File: config.mk
export PLATFORM = sky130hd
export DESIGN_NAME = uart_pwm_cmd_flat
export DESIGN_NICKNAME = d
export VERILOG_FILES = /design/src/rtl/uart_pwm_cmd_if.sv /design/src/rtl/uart_pwm_cmd.sv /design/src/flat_wrapper.sv
export SDC_FILE = /design/constraint.sdc
export NUM_CORES = 1
export LEC_CHECK = 0
export CORE_UTILIZATION = 65
export DETAILED_ROUTE_END_ITERATION = 10
export DONT_BUFFER_PORTS = 1
export MAX_ROUTING_LAYER = met4
export PLACE_DENSITY_LB_ADDON = 0.25
export REMOVE_ABC_BUFFERS = 1
export SYNTH_ARGS = -nofsm -noshare
export SYNTH_HDL_FRONTEND = slang
export SYNTH_SLANG_ARGS = --single-unit
File: constraint.sdc
create_clock -name clk -period 14 [get_ports clk]
set_input_delay 4.2 -clock clk [delete_from_list [all_inputs] [get_ports clk]]
set_output_delay 4.2 -clock clk [all_outputs]
set_load 0.01 [all_outputs]
File: src/rtl/uart_pwm_cmd_if.sv
// uart_pwm_cmd_if: groups the serial input and the PWM-side outputs of the
// UART command parser. The host/bench side uses the master modport; the
// parser itself uses the slave modport.
interface uart_pwm_cmd_if;
    logic        uart_rx;
    logic [31:0] pwm_value;
    logic        pwm_valid;
    logic        frame_err;
    logic        rx_busy;

    modport master (
        output uart_rx,
        input  pwm_value,
        input  pwm_valid,
        input  frame_err,
        input  rx_busy
    );

    modport slave (
        input  uart_rx,
        output pwm_value,
        output pwm_valid,
        output frame_err,
        output rx_busy
    );
endinterface

File: src/rtl/uart_pwm_cmd.sv
// uart_pwm_cmd: 8N1 UART receiver plus frame parser feeding the servo PWM
// stage. A frame is HDR, HI, LO (and CHK = HI^LO when CMD_CHECKSUM_EN is
// defined). The commanded width in microseconds is clamped to MAX_US,
// scaled to clock counts and held on pwm_value until the next good frame.
// Optional feature macro: CMD_CHECKSUM_EN (adds the checksum byte/state).
module uart_pwm_cmd #(
    parameter int         CLK_FREQ     = 27_000_000,
    parameter int         BAUD         = 115200,
    parameter int         MAX_US       = 20000,
    parameter int         DEFAULT_US   = 1500,
    parameter int         TIMEOUT_BITS = 20,
    parameter logic [7:0] HDR_BYTE     = 8'hA5
) (
    input  logic           clk,
    input  logic           rst,
    uart_pwm_cmd_if.slave  bus
);

    localparam int CLKS_PER_BIT = CLK_FREQ / BAUD;
    localparam int HALF_BIT     = CLKS_PER_BIT / 2;
    localparam int CLKS_PER_US  = CLK_FREQ / 1_000_000;
    localparam int TIMEOUT_CLKS = TIMEOUT_BITS * CLKS_PER_BIT;
    localparam int BIT_CNT_W    = $clog2(CLKS_PER_BIT + 1);
    localparam int TO_CNT_W     = $clog2(TIMEOUT_CLKS + 1);

    localparam logic [BIT_CNT_W-1:0] BIT_LAST  = BIT_CNT_W'(CLKS_PER_BIT - 1);
    localparam logic [BIT_CNT_W-1:0] HALF_LAST = BIT_CNT_W'(HALF_BIT - 1);
    localparam logic [BIT_CNT_W-1:0] BIT_ONE   = BIT_CNT_W'(1);
    localparam logic [TO_CNT_W-1:0]  TO_LAST   = TO_CNT_W'(TIMEOUT_CLKS - 1);
    localparam logic [TO_CNT_W-1:0]  TO_ONE    = TO_CNT_W'(1);
    localparam logic [15:0]          MAX_US_W  = 16'(MAX_US);
    localparam logic [31:0]          SCALE_W   = 32'(CLKS_PER_US);
    localparam logic [31:0]          DEFAULT_VALUE = 32'(DEFAULT_US * CLKS_PER_US);

    typedef enum logic [1:0] {
        RX_IDLE,
        RX_START,
        RX_DATA,
        RX_STOP
    } rx_state_t;

`ifdef CMD_CHECKSUM_EN
    typedef enum logic [1:0] {
        P_WAIT_HDR,
        P_GET_HI,
        P_GET_LO,
        P_GET_CHK
    } parse_state_t;
`else
    typedef enum logic [1:0] {
        P_WAIT_HDR,
        P_GET_HI,
        P_GET_LO
    } parse_state_t;
`endif

    // Synchroniser
    logic rx_meta_q, rx_meta_d;
    logic rx_sync_q, rx_sync_d;

    // Byte receiver
    rx_state_t              rx_state_q, rx_state_d;
    logic [BIT_CNT_W-1:0]   bit_cnt_q,  bit_cnt_d;
    logic [2:0]             bit_idx_q,  bit_idx_d;
    logic [7:0]             shift_q,    shift_d;
    logic                   rx_busy_q,  rx_busy_d;
    logic                   byte_strobe;
    logic                   stop_err;

    // Parser
    parse_state_t           parse_state_q, parse_state_d;
    logic [7:0]             hi_q, hi_d;
`ifdef CMD_CHECKSUM_EN
    logic [7:0]             lo_q, lo_d;
`endif
    logic [TO_CNT_W-1:0]    to_cnt_q, to_cnt_d;
    logic [31:0]            pwm_value_q, pwm_value_d;
    logic                   pwm_valid_q, pwm_valid_d;
    logic                   frame_err_q, frame_err_d;

    logic [15:0]            cmd_us;
    logic [15:0]            us_clamped;
    logic [31:0]            scaled_value;
    logic                   commit;

    // Bit timing, sampling and deserialisation of one 8N1 byte; the strobe and
    // stop error are combinational so the parser acts on the stop-sample edge.
    always_comb begin
        rx_meta_d   = bus.uart_rx;
        rx_sync_d   = rx_meta_q;
        rx_state_d  = rx_state_q;
        bit_cnt_d   = bit_cnt_q;
        bit_idx_d   = bit_idx_q;
        shift_d     = shift_q;
        byte_strobe = 1'b0;
        stop_err    = 1'b0;
        case (rx_state_q)
            RX_IDLE: begin
                if (!rx_sync_q) begin
                    rx_state_d = RX_START;
                    bit_cnt_d  = '0;
                end
            end
            RX_START: begin
                if (bit_cnt_q == HALF_LAST) begin
                    bit_cnt_d  = '0;
                    bit_idx_d  = '0;
                    rx_state_d = rx_sync_q ? RX_IDLE : RX_DATA;
                end else begin
                    bit_cnt_d = bit_cnt_q + BIT_ONE;
                end
            end
            RX_DATA: begin
                if (bit_cnt_q == BIT_LAST) begin
                    bit_cnt_d = '0;
                    shift_d   = {rx_sync_q, shift_q[7:1]};
                    if (bit_idx_q == 3'd7) begin
                        rx_state_d = RX_STOP;
                    end else begin
                        bit_idx_d = bit_idx_q + 3'd1;
                    end
                end else begin
                    bit_cnt_d = bit_cnt_q + BIT_ONE;
                end
            end
            RX_STOP: begin
                if (bit_cnt_q == BIT_LAST) begin
                    bit_cnt_d  = '0;
                    rx_state_d = RX_IDLE;
                    if (rx_sync_q) begin
                        byte_strobe = 1'b1;
                    end else begin
                        stop_err = 1'b1;
                    end
                end else begin
                    bit_cnt_d = bit_cnt_q + BIT_ONE;
                end
            end
            default: begin
                rx_state_d = RX_IDLE;
            end
        endcase
        rx_busy_d = (rx_state_d != RX_IDLE);
    end

    // Width arithmetic: assemble microseconds, clamp, scale to clock counts.
`ifdef CMD_CHECKSUM_EN
    assign cmd_us = {hi_q, lo_q};
`else
    assign cmd_us = {hi_q, shift_q};
`endif
    assign us_clamped   = (cmd_us > MAX_US_W) ? MAX_US_W : cmd_us;
    assign scaled_value = 32'(us_clamped) * SCALE_W;

    // Frame parser and inter-byte timeout; a byte strobe beats timeout expiry,
    // and a stop-bit error abandons any partial frame.
    always_comb begin
        parse_state_d = parse_state_q;
        hi_d          = hi_q;
`ifdef CMD_CHECKSUM_EN
        lo_d          = lo_q;
`endif
        to_cnt_d      = to_cnt_q;
        pwm_value_d   = pwm_value_q;
        pwm_valid_d   = 1'b0;
        frame_err_d   = 1'b0;
        commit        = 1'b0;
        if (stop_err) begin
            parse_state_d = P_WAIT_HDR;
            to_cnt_d      = '0;
            frame_err_d   = 1'b1;
        end else if (byte_strobe) begin
            to_cnt_d = '0;
            case (parse_state_q)
                P_WAIT_HDR: begin
                    if (shift_q == HDR_BYTE) begin
                        parse_state_d = P_GET_HI;
                    end
                end
                P_GET_HI: begin
                    hi_d          = shift_q;
                    parse_state_d = P_GET_LO;
                end
                P_GET_LO: begin
`ifdef CMD_CHECKSUM_EN
                    lo_d          = shift_q;
                    parse_state_d = P_GET_CHK;
`else
                    commit        = 1'b1;
                    parse_state_d = P_WAIT_HDR;
`endif
                end
`ifdef CMD_CHECKSUM_EN
                P_GET_CHK: begin
                    if (shift_q == (hi_q ^ lo_q)) begin
                        commit = 1'b1;
                    end else begin
                        frame_err_d = 1'b1;
                    end
                    parse_state_d = P_WAIT_HDR;
                end
`endif
                default: begin
                    parse_state_d = P_WAIT_HDR;
                end
            endcase
        end else if (parse_state_q != P_WAIT_HDR) begin
            if (to_cnt_q == TO_LAST) begin
                to_cnt_d      = '0;
                frame_err_d   = 1'b1;
                parse_state_d = P_WAIT_HDR;
            end else begin
                to_cnt_d = to_cnt_q + TO_ONE;
            end
        end
        if (commit) begin
            pwm_value_d = scaled_value;
            pwm_valid_d = 1'b1;
        end
    end

    // All state registers, synchronous active-high reset.
    always_ff @(posedge clk) begin
        if (rst) begin
            rx_meta_q     <= 1'b1;
            rx_sync_q     <= 1'b1;
            rx_state_q    <= RX_IDLE;
            bit_cnt_q     <= '0;
            bit_idx_q     <= '0;
            shift_q       <= '0;
            rx_busy_q     <= 1'b0;
            parse_state_q <= P_WAIT_HDR;
            hi_q          <= '0;
`ifdef CMD_CHECKSUM_EN
            lo_q          <= '0;
`endif
            to_cnt_q      <= '0;
            pwm_value_q   <= DEFAULT_VALUE;
            pwm_valid_q   <= 1'b0;
            frame_err_q   <= 1'b0;
        end else begin
            rx_meta_q     <= rx_meta_d;
            rx_sync_q     <= rx_sync_d;
            rx_state_q    <= rx_state_d;
            bit_cnt_q     <= bit_cnt_d;
            bit_idx_q     <= bit_idx_d;
            shift_q       <= shift_d;
            rx_busy_q     <= rx_busy_d;
            parse_state_q <= parse_state_d;
            hi_q          <= hi_d;
`ifdef CMD_CHECKSUM_EN
            lo_q          <= lo_d;
`endif
            to_cnt_q      <= to_cnt_d;
            pwm_value_q   <= pwm_value_d;
            pwm_valid_q   <= pwm_valid_d;
            frame_err_q   <= frame_err_d;
        end
    end

    assign bus.pwm_value = pwm_value_q;
    assign bus.pwm_valid = pwm_valid_q;
    assign bus.frame_err = frame_err_q;
    assign bus.rx_busy   = rx_busy_q;

endmodule

File: src/flat_wrapper.sv
// flat-port wrapper written by rule: the top's interface ports become plain ports
module uart_pwm_cmd_flat 
#(
    parameter int         CLK_FREQ     = 27_000_000,
    parameter int         BAUD         = 115200,
    parameter int         MAX_US       = 20000,
    parameter int         DEFAULT_US   = 1500,
    parameter int         TIMEOUT_BITS = 20,
    parameter logic [7:0] HDR_BYTE     = 8'hA5
)
  (clk, rst, bus_uart_rx, bus_pwm_value, bus_pwm_valid, bus_frame_err, bus_rx_busy);
  uart_pwm_cmd_if bus_i ();
  input  logic clk;
  input  logic rst;
  input wire logic [$bits(bus_i.uart_rx)-1:0] bus_uart_rx;
  output wire logic [$bits(bus_i.pwm_value)-1:0] bus_pwm_value;
  output wire logic [$bits(bus_i.pwm_valid)-1:0] bus_pwm_valid;
  output wire logic [$bits(bus_i.frame_err)-1:0] bus_frame_err;
  output wire logic [$bits(bus_i.rx_busy)-1:0] bus_rx_busy;
  assign bus_i.uart_rx = bus_uart_rx;
  assign bus_pwm_value = bus_i.pwm_value;
  assign bus_pwm_valid = bus_i.pwm_valid;
  assign bus_frame_err = bus_i.frame_err;
  assign bus_rx_busy = bus_i.rx_busy;
  uart_pwm_cmd #(.CLK_FREQ(CLK_FREQ), .BAUD(BAUD), .MAX_US(MAX_US), .DEFAULT_US(DEFAULT_US), .TIMEOUT_BITS(TIMEOUT_BITS), .HDR_BYTE(HDR_BYTE)) u_core (.clk(clk), .rst(rst), .bus(bus_i));
endmodule
==> results.toml, run 1 <==
[status]
outcome = "complete, no violations"

[cells_and_area]
design_area_um2 = 5320
layout_common_cells = "dfxtp_1, nor2_1, inv_1, nand2_1, ha_1"
drive_gt1_frac = 0.0680
fin_nets = 663
fill_cells = 657
antenna_cells = 0
syn_to_final_growth_pct = 3.48
layout_commonest_cell = "dfxtp_1"

[power]
p_int_uw = 271
combPwrFrac = 0.028
power.switching_uw = 101
p_leak_nw = 2.48
finalPower_uw = 372
pwr_density_cell_nw_per_um2 = 70.0
vdd_ir_drop_max_uv = 41.2
seqPwrFrac = 0.540
switching_share = 0.272
p_clk_frac = 0.432

[setup_path]
cp_data_arrival_time_ns = 5.61
rrSetupSlack_ns = 8.65
slowest_delay_ns = 0.86
worstPathRequired_ns = 14.26
r2r_cells = 14
rr_startpoint = "u_core.shift_q[5]$_SDFFE_PP0P_"
crit_path_start = "u_core.shift_q[5]$_SDFFE_PP0P_"
crit_cells = 14
critPathKind = "reg2reg"
end_kind = "flop"
crit_slowest_cell = "o31ai_1"
path_delay_family = "compound AO/OA/AOI/OAI gates"
worst-path-max-fanout = 13
rr_endpoint = "u_core.bus.pwm_value[17]$_SDFFE_PP0P_"
startpoint_type = "flop"
crit_chain = "or4b_2, o31ai_1, and2_1, fa_1, inv_1, fa_1, inv_1, ha_1, a211o_1, a2111oi_1, nor3_1, o311ai_1, nand3_1, a32o_1"
crit_end = "u_core.bus.pwm_value[17]$_SDFFE_PP0P_"
cp.buffers_inverters = 2

[worst_hold_path]
hold_path_class = "reg2reg"

[global_route]
grt_overflow_total = 0
grt_pass1_vias = 3904
antenna_found_initial = 0
track_usage = 0.279
grt_max_degree = 35
grt_pass1_wl_um = 18200

[place]
gp_congestion = 0.939
post-dp-hpwl_um = 7970
port_buffers = 0
dpl_cell_area_um2 = 5130

[clock_tree]
path_clk_slew_ns = 0.09
cts_tree = "done"
htree_levels = 3
clkSinkCount = 70
cts_buffers = 9
ctsResizeCount = 0
clockBufferDepth = 2
postCtsSetupRepairBufs = 0
cts_root_buf = "clkbuf_8"
hold_buffers = 0
insertion_delay_ns = 0.36

[timing]
tns_ns = 0
finalMaxSlewViolations = 0
hold_viol_final = 0
setup_viol = 0
slew_headroom = 0.295
tightest_slew_ns = 1.05
fin_crit_sh = 0.382
final.min_clock_period_ns = 5.35
rsz0062_at_grt = "no"
skew_ns = 0.0162
whs_ns = 0.420
max_freq_ghz = 0.187

[logic_synthesis]
yosysUniqueCellTypes = 69
synth_sequential_area_ratio = 0.273
ys_ff_latch = 70
synth_warnings = 0
synthTopCellsByArea = "dfxtp_1, ha_1, fa_1, nor2_1, xor2_1"
synth_area_um2 = 5140
yosysTopAreaCell = "dfxtp_1"
synthCells = 606
synth-edff-count = 0
synth_top_cell_area_share = 0.273
ys.flop_type = "dfxtp_1"
async_flop_share = 0
syn_avg_cell_area_um2 = 8.48

[floorplan]
pin_count = 38
die_height_um = 90.9
rows = 32
die_w_um = 90.9
core-area_um2 = 7690
start_util = 0.668
die-area_um2 = 8270

[detailed_routing]
drt_iter0_markers = 250
wl_um = 10600
via_per_inst = 5.90
drc = 0
drt_pass1_iterations = 5
num_vias = 4156
routedWlPerCell_um = 15.1
ant_nets = 0

[job]
cap_viol_max_count = 0
[final cells by class]
cell class	count	area [um^2]	area share
Tap cell	102	128	0.0240
Timing Repair Buffer	4	30.0	0.00565
Multi-Input combinational cell	456	3360	0.631
Clock buffer	9	124	0.0233
Inverter	57	214	0.0402
Clock inverter	7	63.8	0.0120
Sequential cell	70	1400	0.264
[cell usage after synthesis, drive strengths merged, types with 3 or more instances]
cell type,instances
nor3b,4
nor4,5
nor2,59
a31oi,6
nand4,9
nor4b,3
buf,19
clkbuf,17
nand2,53
or2,6
a211o,3
nor3,11
a21oi,26
or3,5
a21o,9
inv,57
xor2,25
mux2i,17
o21ai,18
and3,13
o21a,3
dfxtp,70
o211ai,6
nand4b,5
xnor2,19
o22ai,4
a211oi,5
nand3,16
and2,8
a32o,3
nand2b,8
o31ai,3
a2111oi,3
ha,45
fa,17
[power groups by stage]
stage / clock network (mW) / registers, mW / logic, mW
floorplan: 0 / 0.205 / 0.00821
global placement: 0 / 0.206 / 0.00988
detailed placement: 0 / 0.206 / 0.0101
CTS: 0.163 / 0.201 / 0.0102
global route: 0.170 / 0.201 / 0.0118
finish: 0.161 / 0.201 / 0.0103
[metal layers]
metal	wire (um)	part of all wire	global-route usage
met1	5200	0.49	0.377
met2	4860	0.46	0.438
met3	437	0.041	0.0438
met4	144	0.014	0.0701
met5	0	0	-
[registers in the layout (all words and copies together) (netlist names)]
name / flops
u_core.hi_q: 8
u_core.bus.pwm_valid: 1
u_core.rx_meta_q: 1
u_core.bus.pwm_value: 21
u_core.bus.rx_busy: 1
u_core.to_cnt_q: 13
u_core.bit_cnt_q: 8
u_core.parse_state_q: 2
u_core.rx_sync_q: 1
u_core.rx_state_q: 2
u_core.shift_q: 8
u_core.bus.frame_err: 1
u_core.bit_idx_q: 3
[worst min path at each step]
| stage | startpoint | end | slack [ns] | cells past startpoint |
|---|---|---|---|---|
| 2_1_floorplan | u_core.rx_meta_q$_SDFF_PP1_ | u_core.rx_sync_q$_SDFF_PP1_ | 0.39 | 1 |
| 3_3_place_gp | u_core.rx_meta_q$_SDFF_PP1_ | u_core.rx_sync_q$_SDFF_PP1_ | 0.40 | 1 |
| 3_5_place_dp | u_core.rx_meta_q$_SDFF_PP1_ | u_core.rx_sync_q$_SDFF_PP1_ | 0.40 | 1 |
| 4_1_cts | u_core.rx_meta_q$_SDFF_PP1_ | u_core.rx_sync_q$_SDFF_PP1_ | 0.42 | 1 |
| 5_1_grt | u_core.rx_meta_q$_SDFF_PP1_ | u_core.rx_sync_q$_SDFF_PP1_ | 0.43 | 1 |
| 6_report | u_core.rx_meta_q$_SDFF_PP1_ | u_core.rx_sync_q$_SDFF_PP1_ | 0.42 | 1 |
[through the flow]
stage	setup WS, ns	utilization	instances
after floorplan	8.88	-	583
after global routing	8.33	0.692	705
after detailed placement	8.72	0.667	689
after CTS	8.67	0.692	705
final	8.65	0.692	705
after global placement	8.76	0.667	689
[cell families after synthesis]
kind of cell | count (synthesis) | synth area share
AND/OR/NAND/NOR | 213 | 0.210
AO/OA/AOI/OAI | 104 | 0.147
buffers and inverters | 93 | 0.0835
flip-flops | 70 | 0.273
adder cells (fa/ha/maj) | 63 | 0.178
XOR/XNOR | 44 | 0.0750
multiplexers | 17 | 0.0331
other | 2 | 0.00146
No activity file was read; power rests on OpenSTA's default activity.
==> run 2, diff against run 1 <==
==> constraint.sdc (replaced) <==
create_clock -name clk -period 5.2 [get_ports clk]
set_input_delay 1.56 -clock clk [delete_from_list [all_inputs] [get_ports clk]]
set_output_delay 1.56 -clock clk [all_outputs]
set_load 0.01 [all_outputs]
==> run 2 against run 1 <==
  * Clock-buffer cell count increased by 1
  * First-iteration DRC count increased by 36%
  * Power increased to 2.7 times the previous value
  * Worst setup slack got worse by 8.4 ns
  * Critical path depth up 2
  * Maximum frequency grew 7.4%
  * Sequential cell count stayed put
  * Sequential share of layout area shrank 0.55 points
  * Largest power group unchanged
==> results.toml, run 2 (synthesis gave the netlist of run 1 again) <==
[place]
post-dp-hpwl_um = 8200
pre_cts_slack_ns = -0.0607
gp_congestion = 0.914
port_buffers = 0
dpl_cell_area_um2 = 5200

[cells_and_area]
layout_common_cells = "dfxtp_1, inv_1, nor2_1, nand2_1, ha_1"
syn_to_final_growth_pct = 5.70
design_area_um2 = 5430
antenna_cells = 0
layout_commonest_cell = "dfxtp_1"
largest_reg_flops = 21
finish.utilization = 0.707
fin_nets = 672
fill_cells = 611
drive_gt1_frac = 0.0884

[power]
finalPower_mw = 1.02
p_clk_frac = 0.443
p_leak_nw = 2.54
vdd_ir_drop_max_uv = 174
p_int_uw = 779
seqPwrFrac = 0.530
pwr_density_cell_nw_per_um2 = 188
switching_share = 0.237
power.switching_uw = 242
combPwrFrac = 0.027

[floorplan]
die_w_um = 90.9
core-area_um2 = 7690
pin_count = 38
start_util = 0.668
rows = 32
die_height_um = 90.9
die-area_um2 = 8270

[timing]
hold_viol_final = 0
skew_ns = 0.0139
max_freq_ghz = 0.201
finalMaxSlewViolations = 0
fin_crit_sh = 0.958
setup_ws_ns = 0.219
tightest_slew_ns = 0.930
slew_headroom = 0.377
setup_viol = 0
final.min_clock_period_ns = 4.98
rsz0062_at_grt = "no"
whs_ns = 0.435

[clock_tree]
path_clk_slew_ns = 0.09
insertion_delay_ns = 0.35
cts_tree = "done"
cts_buffers = 9
clkSinkCount = 70
clockBufferDepth = 2
cts_root_buf = "clkbuf_8"
htree_levels = 3

[global_route]
grt_max_degree = 35
grt_pass1_vias = 3948
antenna_found_initial = 0
grt_pass1_wl_um = 18600
grt_overflow_total = 0
track_usage = 0.286

[detailed_routing]
num_vias = 4272
drc = 0
via_per_inst = 5.99
wl_um = 11100
ant_nets = 0
drt_pass1_iterations = 5
routedWlPerCell_um = 15.6
drt_iter0_markers = 340

[status]
outcome = "complete, no violations"

[setup_path]
worstPathRequired_ns = 5.48
end_kind = "flop"
critPathKind = "reg2reg"
startpoint_type = "flop"
cp_data_arrival_time_ns = 5.26
worst-path-max-fanout = 8

[job]
cap_viol_max_count = 0

[worst_hold_path]
hold_path_class = "reg2reg"
-- run 2: final timing paths --
path,start,endpoint,slack [ns],depth (start not counted)
max,u_core.shift_q[6]$_SDFFE_PP0P_,u_core.bus.pwm_value[18]$_SDFFE_PP0P_,0.22,16
max reg2reg,u_core.shift_q[6]$_SDFFE_PP0P_,u_core.bus.pwm_value[18]$_SDFFE_PP0P_,0.22,16
min reg2reg,u_core.rx_meta_q$_SDFF_PP1_,u_core.rx_sync_q$_SDFF_PP1_,0.43,1
min,u_core.rx_meta_q$_SDFF_PP1_,u_core.rx_sync_q$_SDFF_PP1_,0.43,1
-- run 2: area by class of cell --
type / instances / area (um^2) / share of cell area
Clock buffer: 10 / 138 / 0.0253
Clock inverter: 5 / 60.1 / 0.0111
Inverter: 57 / 214 / 0.0394
Multi-Input combinational cell: 456 / 3390 / 0.625
Sequential cell: 70 / 1400 / 0.258
Tap cell: 102 / 128 / 0.0235
Timing Repair Buffer: 13 / 97.6 / 0.0180
-- run 2: routing by layer --
layer | GRT usage | wire, um
met1 | 0.389 | 5200
met2 | 0.432 | 5040
met3 | 0.0673 | 748
met4 | 0.0675 | 156
met5 | - | 0
-- run 2: critical path, cell delays in order (launching register included) --
cell and delay, ns:
dfxtp_1 0.39, or4_4 0.58, a211o_4 0.44, nor2_2 0.18, inv_1 0.12, ha_1 0.31
fa_1 0.51, inv_1 0.05, fa_1 0.50, inv_1 0.05, ha_1 0.37, a21o_1 0.21
a211o_1 0.33, o22ai_1 0.11, o21ba_2 0.20, or4_1 0.40, a31oi_1 0.15
-- run 2: power groups by stage --
stage | clock network [mW] | registers (mW) | logic (mW)
global placement | 0 | 0.553 | 0.0268
finish | 0.452 | 0.541 | 0.0280
global route | 0.482 | 0.542 | 0.0312
floorplan | 0 | 0.553 | 0.0221
CTS | 0.459 | 0.541 | 0.0276
detailed placement | 0 | 0.554 | 0.0272
-- run 2: what timing repair did --
item / 4_1_cts / 5_1_grt
buffers inserted: 0 / 0
setup endpoints to repair: 2 / 3
hold buffers: 0 / 0
gates resized for setup: 1 / 7
-- run 2: per-stage QoR --
stage,cells,TNS [ns]
after global placement,698,0
after global routing,713,0
after CTS,713,0
final,713,0
after floorplan,583,0
after detailed placement,698,-0.111
==> run 3, diff against run 2 <==
==> constraint.sdc (replaced) <==
create_clock -name clk -period 5.8 [get_ports clk]
set_input_delay 1.74 -clock clk [delete_from_list [all_inputs] [get_ports clk]]
set_output_delay 1.74 -clock clk [all_outputs]
set_load 0.01 [all_outputs]
==> run 3 against run 2 <==
  * Utilization is 1.0 points lower
  * Clock-buffer cell count stayed put
  * Register-to-register slack better by 0.18 ns
  * Final cell count down 0.84%
  * Sequential cell count stayed put
  * Die area unchanged
  * Power fell by 9.2%
==> results.toml, run 3 (synthesis gave the netlist of run 1 again) <==
[cells_and_area]
fill_cells = 613
antenna_cells = 0
layout_commonest_cell = "dfxtp_1"
layout_common_cells = "dfxtp_1, nor2_1, inv_1, nand2_1, ha_1"
syn_to_final_growth_pct = 4.14
finish.utilization = 0.696
fin_nets = 665
drive_gt1_frac = 0.0711
largest_reg_flops = 21

[detailed_routing]
ant_nets = 0
num_vias = 4177
via_per_inst = 5.91
routedWlPerCell_um = 15.8
drc = 0
wl_um = 11200
drt_iter0_markers = 329
drt_pass1_iterations = 4

[worst_hold_path]
min_path_cells = 1
hold_path_class = "reg2reg"

[global_route]
grt_overflow_total = 0
grt_pass1_vias = 3953
antenna_found_initial = 0
track_usage = 0.289
grt_pass1_wl_um = 18500
grt_max_degree = 35

[timing]
skew_ns = 0.0145
tns_ns = 0
setup_viol = 0
rsz0062_at_grt = "no"
hold_viol_final = 0
finalMaxSlewViolations = 0
tightest_slew_ns = 1.02
final.min_clock_period_ns = 5.40
slew_headroom = 0.314
fin_crit_sh = 0.931
max_freq_ghz = 0.185

[place]
port_buffers = 0
post-dp-hpwl_um = 8280
gp_congestion = 0.939

[floorplan]
die_height_um = 90.9
core-area_um2 = 7690
die_w_um = 90.9
pin_count = 38
start_util = 0.668
rows = 32
die-area_um2 = 8270

[clock_tree]
cts_root_buf = "clkbuf_8"
insertion_delay_ns = 0.36
htree_levels = 3
postCtsSetupRepairBufs = 0
clkSinkCount = 70
cts_buffers = 9
path_clk_slew_ns = 0.08
hold_buffers = 0
clockBufferDepth = 2
cts_tree = "done"
ctsResizeCount = 0

[setup_path]
rrSetupSlack_ns = 0.40
r2r_cells = 17
end_kind = "flop"
crit_end = "u_core.bus.pwm_value[17]$_SDFFE_PP0P_"
crit_path_start = "u_core.shift_q[7]$_SDFFE_PP0P_"
rr_startpoint = "u_core.shift_q[7]$_SDFFE_PP0P_"
critPathKind = "reg2reg"
cp_data_arrival_time_ns = 5.64
startpoint_type = "flop"
worst-path-max-fanout = 12
rr_endpoint = "u_core.bus.pwm_value[17]$_SDFFE_PP0P_"
worstPathRequired_ns = 6.04

[power]
finalPower_uw = 927
pwr_density_cell_nw_per_um2 = 173
vdd_ir_drop_max_uv = 126
p_leak_nw = 2.50

[job]
cap_viol_max_count = 0

[status]
outcome = "complete, no violations"
## run 3: cell types whose count changed in the layout (fill, tap and decap cells not counted), moves of 2 or more
cell,change
inv_6,+2
nor2_1,+3
nor2_2,-2
buf_4,-7
## run 3: report_power, final
| group | total, mW | switching, mW | internal, mW |
|---|---|---|---|
| Combinational | 0.0252 | 0.0179 | 0.00735 |
| Clock | 0.417 | 0.204 | 0.213 |
| Sequential | 0.485 | 0.00276 | 0.482 |
| Total | 0.927 | 0.224 | 0.703 |
## run 3: final cells by class
| cell class | instances | area [um^2] | area share |
|---|---|---|---|
| Clock inverter | 6 | 68.8 | 0.0129 |
| Multi-Input combinational cell | 456 | 3360 | 0.627 |
| Tap cell | 102 | 128 | 0.0238 |
| Clock buffer | 10 | 138 | 0.0257 |
| Inverter | 57 | 214 | 0.0400 |
| Sequential cell | 70 | 1400 | 0.262 |
| Timing Repair Buffer | 6 | 45.0 | 0.00842 |
## run 3: critical path, cell delays in order, from the launching register on
cell and delay [ns]:
dfxtp_1 0.45, or4_4 0.64, a211o_2 0.42, nor2_1 0.27
inv_1 0.14, ha_1 0.34, fa_1 0.52, inv_1 0.06
fa_1 0.50, inv_1 0.04, ha_1 0.36, and3_1 0.26
nor2b_1 0.24, nand2_1 0.11, nor3_1 0.30, o311ai_1 0.18
a21o_1 0.21, a32o_1 0.25
## run 3: worst min path at each step
stage | start | end | slack, ns
2_1_floorplan | u_core.rx_meta_q$_SDFF_PP1_ | u_core.rx_sync_q$_SDFF_PP1_ | 0.39
3_3_place_gp | u_core.rx_meta_q$_SDFF_PP1_ | u_core.rx_sync_q$_SDFF_PP1_ | 0.40
3_5_place_dp | u_core.rx_meta_q$_SDFF_PP1_ | u_core.rx_sync_q$_SDFF_PP1_ | 0.40
4_1_cts | u_core.rx_meta_q$_SDFF_PP1_ | u_core.rx_sync_q$_SDFF_PP1_ | 0.42
5_1_grt | u_core.rx_meta_q$_SDFF_PP1_ | u_core.rx_sync_q$_SDFF_PP1_ | 0.44
6_report | u_core.rx_meta_q$_SDFF_PP1_ | u_core.rx_sync_q$_SDFF_PP1_ | 0.41
## run 3: stage by stage
stage | hold slack, ns | instances | area, um^2 | setup slack, ns
3_5_place_dp | 0.404 | 691 | 5140 | 0.592
3_3_place_gp | 0.400 | 691 | 5140 | 0.808
4_1_cts | 0.422 | 707 | 5350 | 0.496
5_1_grt | 0.436 | 707 | 5350 | 0.178
2_1_floorplan | 0.389 | 583 | 4970 | 0.683
6_report | 0.414 | 707 | 5350 | 0.401
## run 3: routing by layer
layer	up-vias	GRT usage	wire, um
li1	2047	-	-
met1	1992	0.376	5320
met2	115	0.451	5160
met3	23	0.0513	534
met4	0	0.107	184
met5	-	-	0
